--- src/rtl/ex_mem_pkg.sv ---
// Shared types and default widths for the EX->MEM pipeline buffer.
// The payload struct matches the default widths; parametrised instances build their own.
package ex_mem_pkg;

    localparam int DEF_WB_W   = 2;
    localparam int DEF_M_W    = 2;
    localparam int DEF_REG_W  = 5;
    localparam int DEF_DATA_W = 32;

    typedef enum logic [1:0] {
        EMPTY = 2'd0,
        BUSY  = 2'd1,
        FULL  = 2'd2
    } state_e;

    typedef struct packed {
        logic [DEF_WB_W-1:0]   wb;
        logic [DEF_M_W-1:0]    m;
        logic [DEF_REG_W-1:0]  reg_rd;
        logic [DEF_DATA_W-1:0] alu;
        logic [DEF_DATA_W-1:0] write_data;
    } ex_mem_payload_t;

endpackage

--- src/rtl/sat_counter.sv ---
// Event counter that sticks at its maximum value instead of wrapping.
module sat_counter #(
    parameter int CNT_W = 16
) (
    input  logic             Clock_i,
    input  logic             Reset_i,
    input  logic             inc_i,
    output logic [CNT_W-1:0] count_o
);

    logic [CNT_W-1:0] count_reg;

    always_ff @(posedge Clock_i) begin
        if (Reset_i) begin
            count_reg <= '0;
        end else if (inc_i && (count_reg != '1)) begin
            count_reg <= count_reg + 1'b1;
        end
    end

    assign count_o = count_reg;

endmodule

--- src/rtl/ex_mem_pipe_buf.sv ---
// EX->MEM pipeline buffer with valid/ready handshake, optional skid entry,
// flush-to-bubble and saturating stall/bubble counters.
module ex_mem_pipe_buf
    import ex_mem_pkg::*;
#(
    parameter int WB_W   = DEF_WB_W,
    parameter int M_W    = DEF_M_W,
    parameter int REG_W  = DEF_REG_W,
    parameter int DATA_W = DEF_DATA_W,
    parameter bit SKID   = 1'b1,
    parameter int CNT_W  = 16
) (
    input  logic              Clock_i,
    input  logic              Reset_i,
    input  logic              flush_i,
    input  logic              valid_i,
    output logic              ready_o,
    input  logic [WB_W-1:0]   WB_i,
    input  logic [M_W-1:0]    M_i,
    input  logic [REG_W-1:0]  RegRd_i,
    input  logic [DATA_W-1:0] ALU_i,
    input  logic [DATA_W-1:0] WriteData_i,
    output logic              valid_o,
    input  logic              ready_i,
    output logic [WB_W-1:0]   WB_o,
    output logic [M_W-1:0]    M_o,
    output logic [REG_W-1:0]  RegRd_o,
    output logic [DATA_W-1:0] ALU_o,
    output logic [DATA_W-1:0] WriteData_o,
    output logic [CNT_W-1:0]  stall_cnt_o,
    output logic [CNT_W-1:0]  bubble_cnt_o
);

    typedef struct packed {
        logic [WB_W-1:0]   wb;
        logic [M_W-1:0]    m;
        logic [REG_W-1:0]  reg_rd;
        logic [DATA_W-1:0] alu;
        logic [DATA_W-1:0] write_data;
    } payload_t;

    state_e   state_reg, state_next;
    payload_t main_reg, main_next;
    payload_t skid_reg, skid_next;
    payload_t in_pl;
    logic     valid_int, ready_int;
    logic     accept, deliver;

    assign in_pl     = {WB_i, M_i, RegRd_i, ALU_i, WriteData_i};
    assign valid_int = (state_reg != EMPTY);
    assign accept    = valid_i && ready_int;
    assign deliver   = valid_int && ready_i;

    // Without a skid entry, BUSY only accepts when MEM drains in the same
    // cycle, so the FULL transition is never taken.
    always_comb begin
        state_next = state_reg;
        main_next  = main_reg;
        skid_next  = skid_reg;
        case (state_reg)
            EMPTY: begin
                if (accept) begin
                    state_next = BUSY;
                    main_next  = in_pl;
                end
            end
            BUSY: begin
                if (accept && deliver) begin
                    main_next = in_pl;
                end else if (accept) begin
                    state_next = FULL;
                    skid_next  = in_pl;
                end else if (deliver) begin
                    state_next = EMPTY;
                end
            end
            FULL: begin
                if (deliver) begin
                    state_next = BUSY;
                    main_next  = skid_reg;
                end
            end
            default: state_next = EMPTY;
        endcase
        // Flush turns everything into bubbles but leaves payload untouched.
        if (flush_i) begin
            state_next = EMPTY;
            main_next  = main_reg;
            skid_next  = skid_reg;
        end
    end

    always_ff @(posedge Clock_i) begin
        if (Reset_i) begin
            state_reg <= EMPTY;
            main_reg  <= '0;
            skid_reg  <= '0;
        end else begin
            state_reg <= state_next;
            main_reg  <= main_next;
            skid_reg  <= skid_next;
        end
    end

    generate
        if (SKID) begin : g_skid
            logic ready_reg;
            always_ff @(posedge Clock_i) begin
                if (Reset_i) begin
                    ready_reg <= 1'b1;
                end else begin
                    ready_reg <= (state_next != FULL);
                end
            end
            assign ready_int = ready_reg;
        end else begin : g_noskid
            assign ready_int = ready_i || !valid_int;
        end
    endgenerate

    assign ready_o     = ready_int;
    assign valid_o     = valid_int;
    assign WB_o        = valid_int ? main_reg.wb : '0;
    assign M_o         = valid_int ? main_reg.m  : '0;
    assign RegRd_o     = main_reg.reg_rd;
    assign ALU_o       = main_reg.alu;
    assign WriteData_o = main_reg.write_data;

    sat_counter #(.CNT_W(CNT_W)) u_stall_cnt (
        .Clock_i (Clock_i),
        .Reset_i (Reset_i),
        .inc_i   (valid_int && !ready_i),
        .count_o (stall_cnt_o)
    );

    sat_counter #(.CNT_W(CNT_W)) u_bubble_cnt (
        .Clock_i (Clock_i),
        .Reset_i (Reset_i),
        .inc_i   (ready_i && !valid_int),
        .count_o (bubble_cnt_o)
    );

endmodule

--- config.mk ---
export PLATFORM = sky130hd
export DESIGN_NAME = ex_mem_pipe_buf
export DESIGN_NICKNAME = d
export VERILOG_FILES = /design/src/rtl/ex_mem_pkg.sv /design/src/rtl/sat_counter.sv /design/src/rtl/ex_mem_pipe_buf.sv
export SDC_FILE = /design/constraint.sdc
export NUM_CORES = 1
export LEC_CHECK = 0
export ABC_AREA = 1
export CAP_MARGIN = 25
export CORE_ASPECT_RATIO = 0.8
export CORE_MARGIN = 2
export CORE_UTILIZATION = 56
export DETAILED_ROUTE_END_ITERATION = 8
export HOLD_SLACK_MARGIN = 0.05
export PLACE_DENSITY = 0.86
export SLEW_MARGIN = 20
export SYNTH_ARGS = -nofsm -noshare
export SYNTH_HDL_FRONTEND = slang
export SYNTH_HIERARCHICAL = 1
export SYNTH_SLANG_ARGS = --single-unit
--- constraint.sdc ---
create_clock -name Clock_i -period 3.7 [get_ports Clock_i]
set_input_delay 0.74 -clock Clock_i [delete_from_list [all_inputs] [get_ports Clock_i]]
set_output_delay 0.74 -clock Clock_i [all_outputs]
set_load 0.02 [all_outputs]
After elaboration in Yosys (flattened, before gate mapping)
Index checks and enable logic that the tools add are counted.
{"block": "op_classes", "eq_ne": 8, "addsub": 2, "bitwise": 2, "n_reduce_logical": 14, "muxes": 13}
{"operator": "73-bit 2-to-1 mux", "count": 3}
{"operator": "73-bit case mux with 3 select lines", "count": 1}
{"operator": "16-bit by 1-bit adder with 16-bit output, second input constant", "count": 2}
{"operator": "16-bit inequality test, second input constant", "count": 2}
{"operator": "2-bit 2-to-1 mux", "count": 8}
{"operator": "2-bit inequality test, second input constant", "count": 4}
{"operator": "1-bit logical AND", "count": 7}
{"operator": "2-bit case mux with 3 select lines", "count": 1}
{"operator": "5-bit AND reduction", "count": 1}
{"operator": "4-bit AND reduction", "count": 1}
{"operator": "3-bit nonzero test", "count": 1}
{"operator": "2-bit by 1-bit equality test with 1-bit output, second input constant", "count": 1}
{"operator": "2-bit equality test, second input constant", "count": 1}
{"operator": "1-bit logical NOT", "count": 2}
{"operator": "2-bit logical NOT", "count": 1}
{"operator": "1-bit NOT", "count": 2}
{"operator": "2-bit nonzero test", "count": 1}
{"block": "word_totals", "elab_cells": 53, "output_inout_bits": 107, "in_bits": 78, "regBits": 181}

Depth between registers and ports, before layout
Gate-level depths: netlist (run 1).
{"block": "logic_depth", "depth_word": 8, "ltp_mapped": 12, "ltp_nobuf": 11}

Modules after synthesis
Netlist (run 1), hierarchy kept.
{"mod": "ex_mem_pipe_buf", "n_inst": 1, "area_per_inst_um2": 7289.5, "cells_per_inst": 1122, "seq_area_each_um2": 2982.9}
{"mod": "sat_counter", "n_inst": 2, "area_per_inst_um2": 929.6, "cells_per_inst": 149, "seq_area_each_um2": 320.3}

Worst setup path after synthesis (run 1)
OpenSTA, ideal clock, no wires.
{"block": "synth_timing", "path_type": "input -> register", "from": "in ready_i", "to": "reg u_stall_cnt.count_reg[13], in the netlist u_stall_cnt/count_o[13]", "setup_ns": 0.115, "cell_stages": 10, "required_ns": 3.585, "arrival_ns": 1.683, "slack_ns": 1.902, "n_path_buf": 1, "cell_sequence": "inv_1 -> nand2_1 -> inv_1 -> buf_2 -> nand3_1 -> or2_0 -> nor2_1 -> nand3_1 -> nand2_1 -> nor2_1"}
{"block": "synth_between", "elab_chain_cells": 3}
{"element": "start: declaration", "line": "ex_mem_pipe_buf.sv:24", "source": "input logic ready_i,"}
{"element": "1-bit logical NOT", "line": "ex_mem_pipe_buf.sv:132", "source": ".inc_i (valid_int && !ready_i),"}
{"element": "1-bit logical AND", "line": "ex_mem_pipe_buf.sv:132"}
{"element": "1-bit logical AND", "line": "sat_counter.sv:16", "source": "end else if (inc_i && (count_reg != '1)) begin"}
{"element": "end signal: assignment", "line": "sat_counter.sv:17", "source": "count_reg <= count_reg + 1'b1;"}
{"element": "end: declaration", "line": "sat_counter.sv:11", "source": "logic [CNT_W-1:0] count_reg;"}
No other way between the ends.
A chain may end at the register's enable or synchronous reset.

Final worst setup path (run 1)
{"block": "layout_timing", "from": "reg state_reg[1]", "to": "out WB_o[0]"}
{"block": "layout_between", "elab_chain_cells": 2}
{"element": "start: declaration", "line": "ex_mem_pipe_buf.sv:42", "source": "state_e state_reg, state_next;"}
{"element": "start signal: assignment", "line": "ex_mem_pipe_buf.sv:99", "source": "state_reg <= state_next;"}
{"element": "2-bit nonzero test", "line": "ex_mem_pipe_buf.sv:50", "source": "assign valid_int = (state_reg != EMPTY);"}
{"element": "2-bit 2-to-1 mux", "line": "ex_mem_pipe_buf.sv:123", "source": "assign WB_o = valid_int ? main_reg.wb : '0;"}
{"element": "end: declaration", "line": "ex_mem_pipe_buf.sv:25", "source": "output logic [WB_W-1:0] WB_o,"}
No other way between the ends.

==> impl_metrics.yaml, run 1 <==
status:
  status: "completed"
power_and_ir_drop:
  power.switching_mw: 1.14
  pwr-share-comb: 0.129
  power_leakage_nw: 4.84
  p_per_area_nw_per_um2: 414
  switching_share: 0.249
  irDropWorstVdd_mv: 0.310
  clock_power_share: 0.421
  internal_power_mw: 3.43
  p_total_mw: 4.56
  seq_power_share: 0.450
routing:
  drt_iter0_drc: 653
  wl_per_cell_um: 13.2
  avgViaCountPerCell: 4.92
  drc: 0
  num_vias: 8475
  dr.pass1.iters: 5
  routed_wl_um: 22600
  ant_nets: 0
worst_setup_path:
  crit-reg2reg-launch: "state_reg[0]$_SDFF_PP0_"
  critPathArrivalTime_ns: 1.82
  rrSetupSlack_ns: 1.71
  critPathKind: "flip-flop to primary output"
  cp_max_fo: 4
  worstPathRequired_ns: 2.96
  startpoint_type: "flip-flop"
  r2r_cells: 8
  r2r-end: "ALU_o[20]$_SDFFE_PP0P_"
  worstSetupEndpointType: "primary output"
timing:
  setup_viol: 0
  drv_slew: 0
  fmax_mhz: 391
  hold-worst-slack_ns: 0.461
  finalCritPeriodShare: 0.692
  skew_ns: 0.00571
  rsz0062_at_grt: "false"
  fin_setup_tns_ns: 0
  finalCriticalPeriod_ns: 2.56
  worstMarginPinSlew_ns: 0.845
  hold_viol: 0
  maxSlewHeadroom: 0.437
placed_design:
  port-buffer-count: 184
  detailed_place_hpwl_um: 14400
  place_inst: 1689
  gp_congestion: 0.884
die:
  pin_count: 185
  start_util: 0.575
  die_y_um: 118
  fp.coreArea_um2: 15900
  row_count: 41
  die_w_um: 147
  die-area_um2: 17400
final_layout:
  fillers: 1353
  diodes: 0
  instances_no_fill: 1721
  largest_register_ffs: 73
  multi_input_area_um2: 4180
  areaGrowthSynthToFinish_pct: 20.5
  final_nets: 1573
  register_area_um2: 3620
  layout-drive-gt1-share: 0.0564
  fin_util: 0.693
yosys:
  synthAdderAreaFrac: 0.00274
  synth_cell_type_count: 23
  syn-num-nets: 1500
  synthXorXnorAreaFrac: 0
  yosys.area_share.simple: 0.402
  yosysSeqAreaShare: 0.396
  synth_compound_area_frac: 0.0487
  netlist_area_um2: 9150
  synthMuxAreaShare: 0
  synth_top_family_by_area: "simple AND/OR/NAND/NOR gates"
  ys_ff_latch: 181
  syn_area_per_cell_um2: 6.44
  synth_cells: 1420
  ys_warn_count: 6
clock_network:
  cts_tree: "built"
  clockBufferDepth: 2
  clk_pin_slew_ns: 0.06
  cts_buffers: 17
  post_cts_buffers: 0
  cts-root-buf: "clkbuf_16"
  htreeDepth: 4
  clk_latency_ns: 0.43
  cts.sinks: 181
  cts_hold_buffers: 0
  cts_resized: 0
worst_hold_path:
  hold_start: "skid_reg[30]$_SDFFE_PP0P_"
  min_path_type: "flip-flop to flip-flop"
  holdPathEnd: "skid_reg[30]$_SDFFE_PP0P_"
  hold_depth: 2
run:
  max_cap_viol_count: 0
grt:
  grt-ovfl-total: 0
  track_usage: 0.255
  grt_max_degree: 74
  grt_pass1_vias: 7551
  antenna_found_initial: 0
  grt_first_pass_wirelength_um: 36700
kinds of logic after synthesis:
kind of cell,count (synthesis)
and+or+nand+nor,903
buffers and inverters,245
DFF,181
AOI/OAI and AO/OA,89
adders and majority gates,2
critical path: stages (launching register included):
cell and delay (ns):
dfxtp_1 0.37, inv_2 0.08, nand2_4 0.08, inv_1 0.09
nor2_1 0.15, clkdlybuf4s50_1 0.63
layer usage:
metal	up-vias	global-route usage	routed length (um)
li1	4407	-	-
met1	3738	0.338	10300
met2	306	0.417	10500
met3	24	0.0486	1510
met4	0	0.0889	406
met5	-	0	0
power groups by stage:
stage / sequential [mW] / clock, mW / combinational [mW]
2_1_floorplan: 2.09 / 0 / 0.411
3_3_place_gp: 2.10 / 0 / 0.574
3_5_place_dp: 2.10 / 0 / 0.581
4_1_cts: 2.05 / 1.94 / 0.587
5_1_grt: 2.06 / 2.03 / 0.645
6_report: 2.05 / 1.92 / 0.587
synthesized netlist by cell type:
library cell / instances / area (um2)
nand2_1: 537 / 2020
nor2_1: 223 / 837
dfxtp_1: 181 / 3620
inv_1: 100 / 375
nand3_1: 98 / 490
a21oi_1: 89 / 445
buf_4: 78 / 586
buf_2: 32 / 160
nor2_2: 21 / 131
clkbuf_1: 17 / 63.8
buf_6: 15 / 169
nand4_1: 6 / 37.5
nand2_2: 5 / 31.3
nor2_4: 4 / 45.0
clkbuf_4: 2 / 15.0
ha_1: 2 / 25.0
nor2_8: 2 / 40.0
nor3_1: 2 / 10.0
or2_0: 2 / 12.5
inv_2: 1 / 3.75
nand2_4: 1 / 11.3
nand3_2: 1 / 10.0
nor3_2: 1 / 10.0
cell type report:
type	count	area share
Clock buffer	20	0.0405
Clock inverter	12	0.0160
Inverter	101	0.0344
Multi-Input combinational cell	994	0.379
Sequential cell	181	0.329
Tap cell	215	0.0244
Timing Repair Buffer	198	0.177
through the flow:
| step | setup WS, ns | cell area, um2 |
|---|---|---|
| floorplan | 1.90 | 9150 |
| global placement | 0.961 | 10400 |
| detailed placement | 0.907 | 10400 |
| CTS | 1.12 | 11000 |
| global route | 1.04 | 11000 |
| finish | 1.14 | 11000 |
layout by cell type (no fill, tap or decap), types with 6 or more instances in the layout:
cell type          n
nor2_1           222
inv_1             98
nor2_2            20
buf_4             13
a21oi_1           89
nand3_1           98
dfxtp_1          181
nor2_4             6
clkdlybuf4s50_1  183
clkbuf_16         17
nand4_1            6
nand2_2            6
nand2_1          536
how the worst max path moves through the flow:
stage	startpoint	end	slack, ns	cells after the start
2_1_floorplan	ready_i	u_stall_cnt/count_o[13]$_SDFFE_PP0P_	1.90	10
3_3_place_gp	ready_i	u_bubble_cnt/count_o[13]$_SDFFE_PP0P_	0.96	9
3_5_place_dp	ready_i	u_bubble_cnt/count_o[14]$_SDFFE_PP0P_	0.91	10
4_1_cts	state_reg[1]$_SDFF_PP0_	WB_o[0]	1.12	5
5_1_grt	state_reg[0]$_SDFF_PP0_	M_o[1]	1.04	5
6_report	state_reg[1]$_SDFF_PP0_	WB_o[0]	1.14	5
Note: power is estimated with default switching activity, not from simulation.
==> run 2: changes to the inputs <==
CORE_UTILIZATION = 52   (was 56)
PLACE_DENSITY = 0.81   (was 0.86)
clock period = 2.42 ns   (was 3.7 ns; I/O delays follow)
==> impl_metrics.yaml, run 2 (same netlist as run 1, synthesis figures left out) <==
status:
  status: "completed"
final_layout:
  fillers: 1547
  fin_util: 0.642
  areaGrowthSynthToFinish_pct: 21.2
  mostFrequentLayoutCells: "nand2_1 (536), nor2_1 (222), clkdlybuf4s50_1 (182)"
  design_area_um2: 11100
  diodes: 0
  final_nets: 1579
  largest_register_ffs: 73
  layout-drive-gt1-share: 0.0615
  final_common_cell: "nand2_1"
  instances_no_fill: 1737
worst_setup_path:
  crit_buf_inv: 3
  critPathTopFamily: "buffers and inverters"
  cp_cell_sequence: "inv_2 > nand2_4 > inv_1 > nor2_1 > clkdlybuf4s50_1"
  cpMaxStageDelayCell: "clkdlybuf4s50_1"
  rrSetupSlack_ns: 0.73
  cp_max_fo: 4
  path_depth: 5
  worstSetupEndpointType: "primary output"
  slowest_delay_ns: 0.62
  critPathKind: "flip-flop to primary output"
  worstPathRequired_ns: 1.94
  critPathArrivalTime_ns: 1.84
  startpoint_type: "flip-flop"
  r2r_cells: 10
placed_design:
  gp_congestion: 0.909
  detailed_place_hpwl_um: 14700
  place_inst: 1705
  pre_cts_ws_ns: 0.258
  postPlaceCellArea_um2: 10500
  port-buffer-count: 184
power_and_ir_drop:
  p_per_area_nw_per_um2: 627
  pwr-share-comb: 0.131
  power_leakage_nw: 4.89
  switching_share: 0.258
  clock_power_share: 0.417
  power.switching_mw: 1.79
  p_total_mw: 6.95
  seq_power_share: 0.452
  internal_power_mw: 5.16
  irDropWorstVdd_mv: 0.473
timing:
  finalWorstSetupSlack_ns: 0.0953
  fmax_mhz: 430
  rsz0062_at_grt: "false"
  drv_slew: 0
  hold-worst-slack_ns: 0.459
  worstMarginPinSlew_ns: 0.828
  fin_setup_tns_ns: 0
  setup_viol: 0
  finalCritPeriodShare: 0.961
  hold_viol: 0
  maxSlewHeadroom: 0.448
  skew_ns: 0.00638
  finalCriticalPeriod_ns: 2.32
routing:
  dr.pass1.iters: 6
  routed_wl_um: 22900
  ant_nets: 0
  num_vias: 8480
  wl_per_cell_um: 13.2
  drt_iter0_drc: 620
  avgViaCountPerCell: 4.88
  drc: 0
clock_network:
  cts_tree: "built"
  clk_latency_ns: 0.42
  clockBufferDepth: 2
  cts_resized: 0
  htreeDepth: 4
  cts-root-buf: "clkbuf_16"
  cts.sinks: 181
  post_cts_buffers: 0
  clk_pin_slew_ns: 0.07
  cts_hold_buffers: 0
  cts_buffers: 17
die:
  fp.coreArea_um2: 17300
  start_util: 0.530
  die-area_um2: 18700
  die_y_um: 123
  row_count: 43
  die_w_um: 152
  pin_count: 185
grt:
  antenna_found_initial: 0
  grt_pass1_vias: 7782
  grt-ovfl-total: 0
  grt_first_pass_wirelength_um: 37800
  track_usage: 0.245
  grt_max_degree: 96
worst_hold_path:
  hold_depth: 2
  min_path_type: "flip-flop to flip-flop"
run:
  max_cap_viol_count: 0
==> run 2: path summary, 6_finish.rpt <==
check / start / endpoint
worst max-delay path: state_reg[1]$_SDFF_PP0_ / M_o[0]
worst min-delay path: skid_reg[56]$_SDFFE_PP0P_ / skid_reg[56]$_SDFFE_PP0P_
worst max register to register: state_reg[1]$_SDFF_PP0_ / u_bubble_cnt/count_o[13]$_SDFFE_PP0P_
worst min register to register: skid_reg[56]$_SDFFE_PP0P_ / skid_reg[56]$_SDFFE_PP0P_
==> run 2: cell type report <==
type,instances,area [um2],share of cell area
well taps,225,282,0.0254
multi-input cells,994,4180,0.377
flip-flops and latches,181,3620,0.327
clock buffers,18,439,0.0396
repair buffers,204,2010,0.182
clock inverters,14,176,0.0159
inverters,101,379,0.0342
==> run 2: layer usage <==
metal / share of wire / vias to the layer above / track usage
met1: 0.46 / 3794 / 0.322
met4: 0.013 / 0 / 0.0707
li1: - / 4420 / -
met3: 0.066 / 25 / 0.0576
met2: 0.46 / 241 / 0.408
met5: 0 / - / 0
==> run 2: power by group through the flow <==
| stage | Sequential (mW) | Clock, mW | Combinational [mW] |
|---|---|---|---|
| finish | 3.14 | 2.90 | 0.911 |
| global route | 3.15 | 3.06 | 1.01 |
| CTS | 3.14 | 2.95 | 0.915 |
| detailed placement | 3.21 | 0 | 0.907 |
| global placement | 3.20 | 0 | 0.892 |
| floorplan | 3.20 | 0 | 0.628 |
==> run 2: tightest hold or removal path: stages (launching register included) <==
cell and delay [ns]:
dfxtp_1 0.31, nand2_1 0.06, a21oi_1 0.05
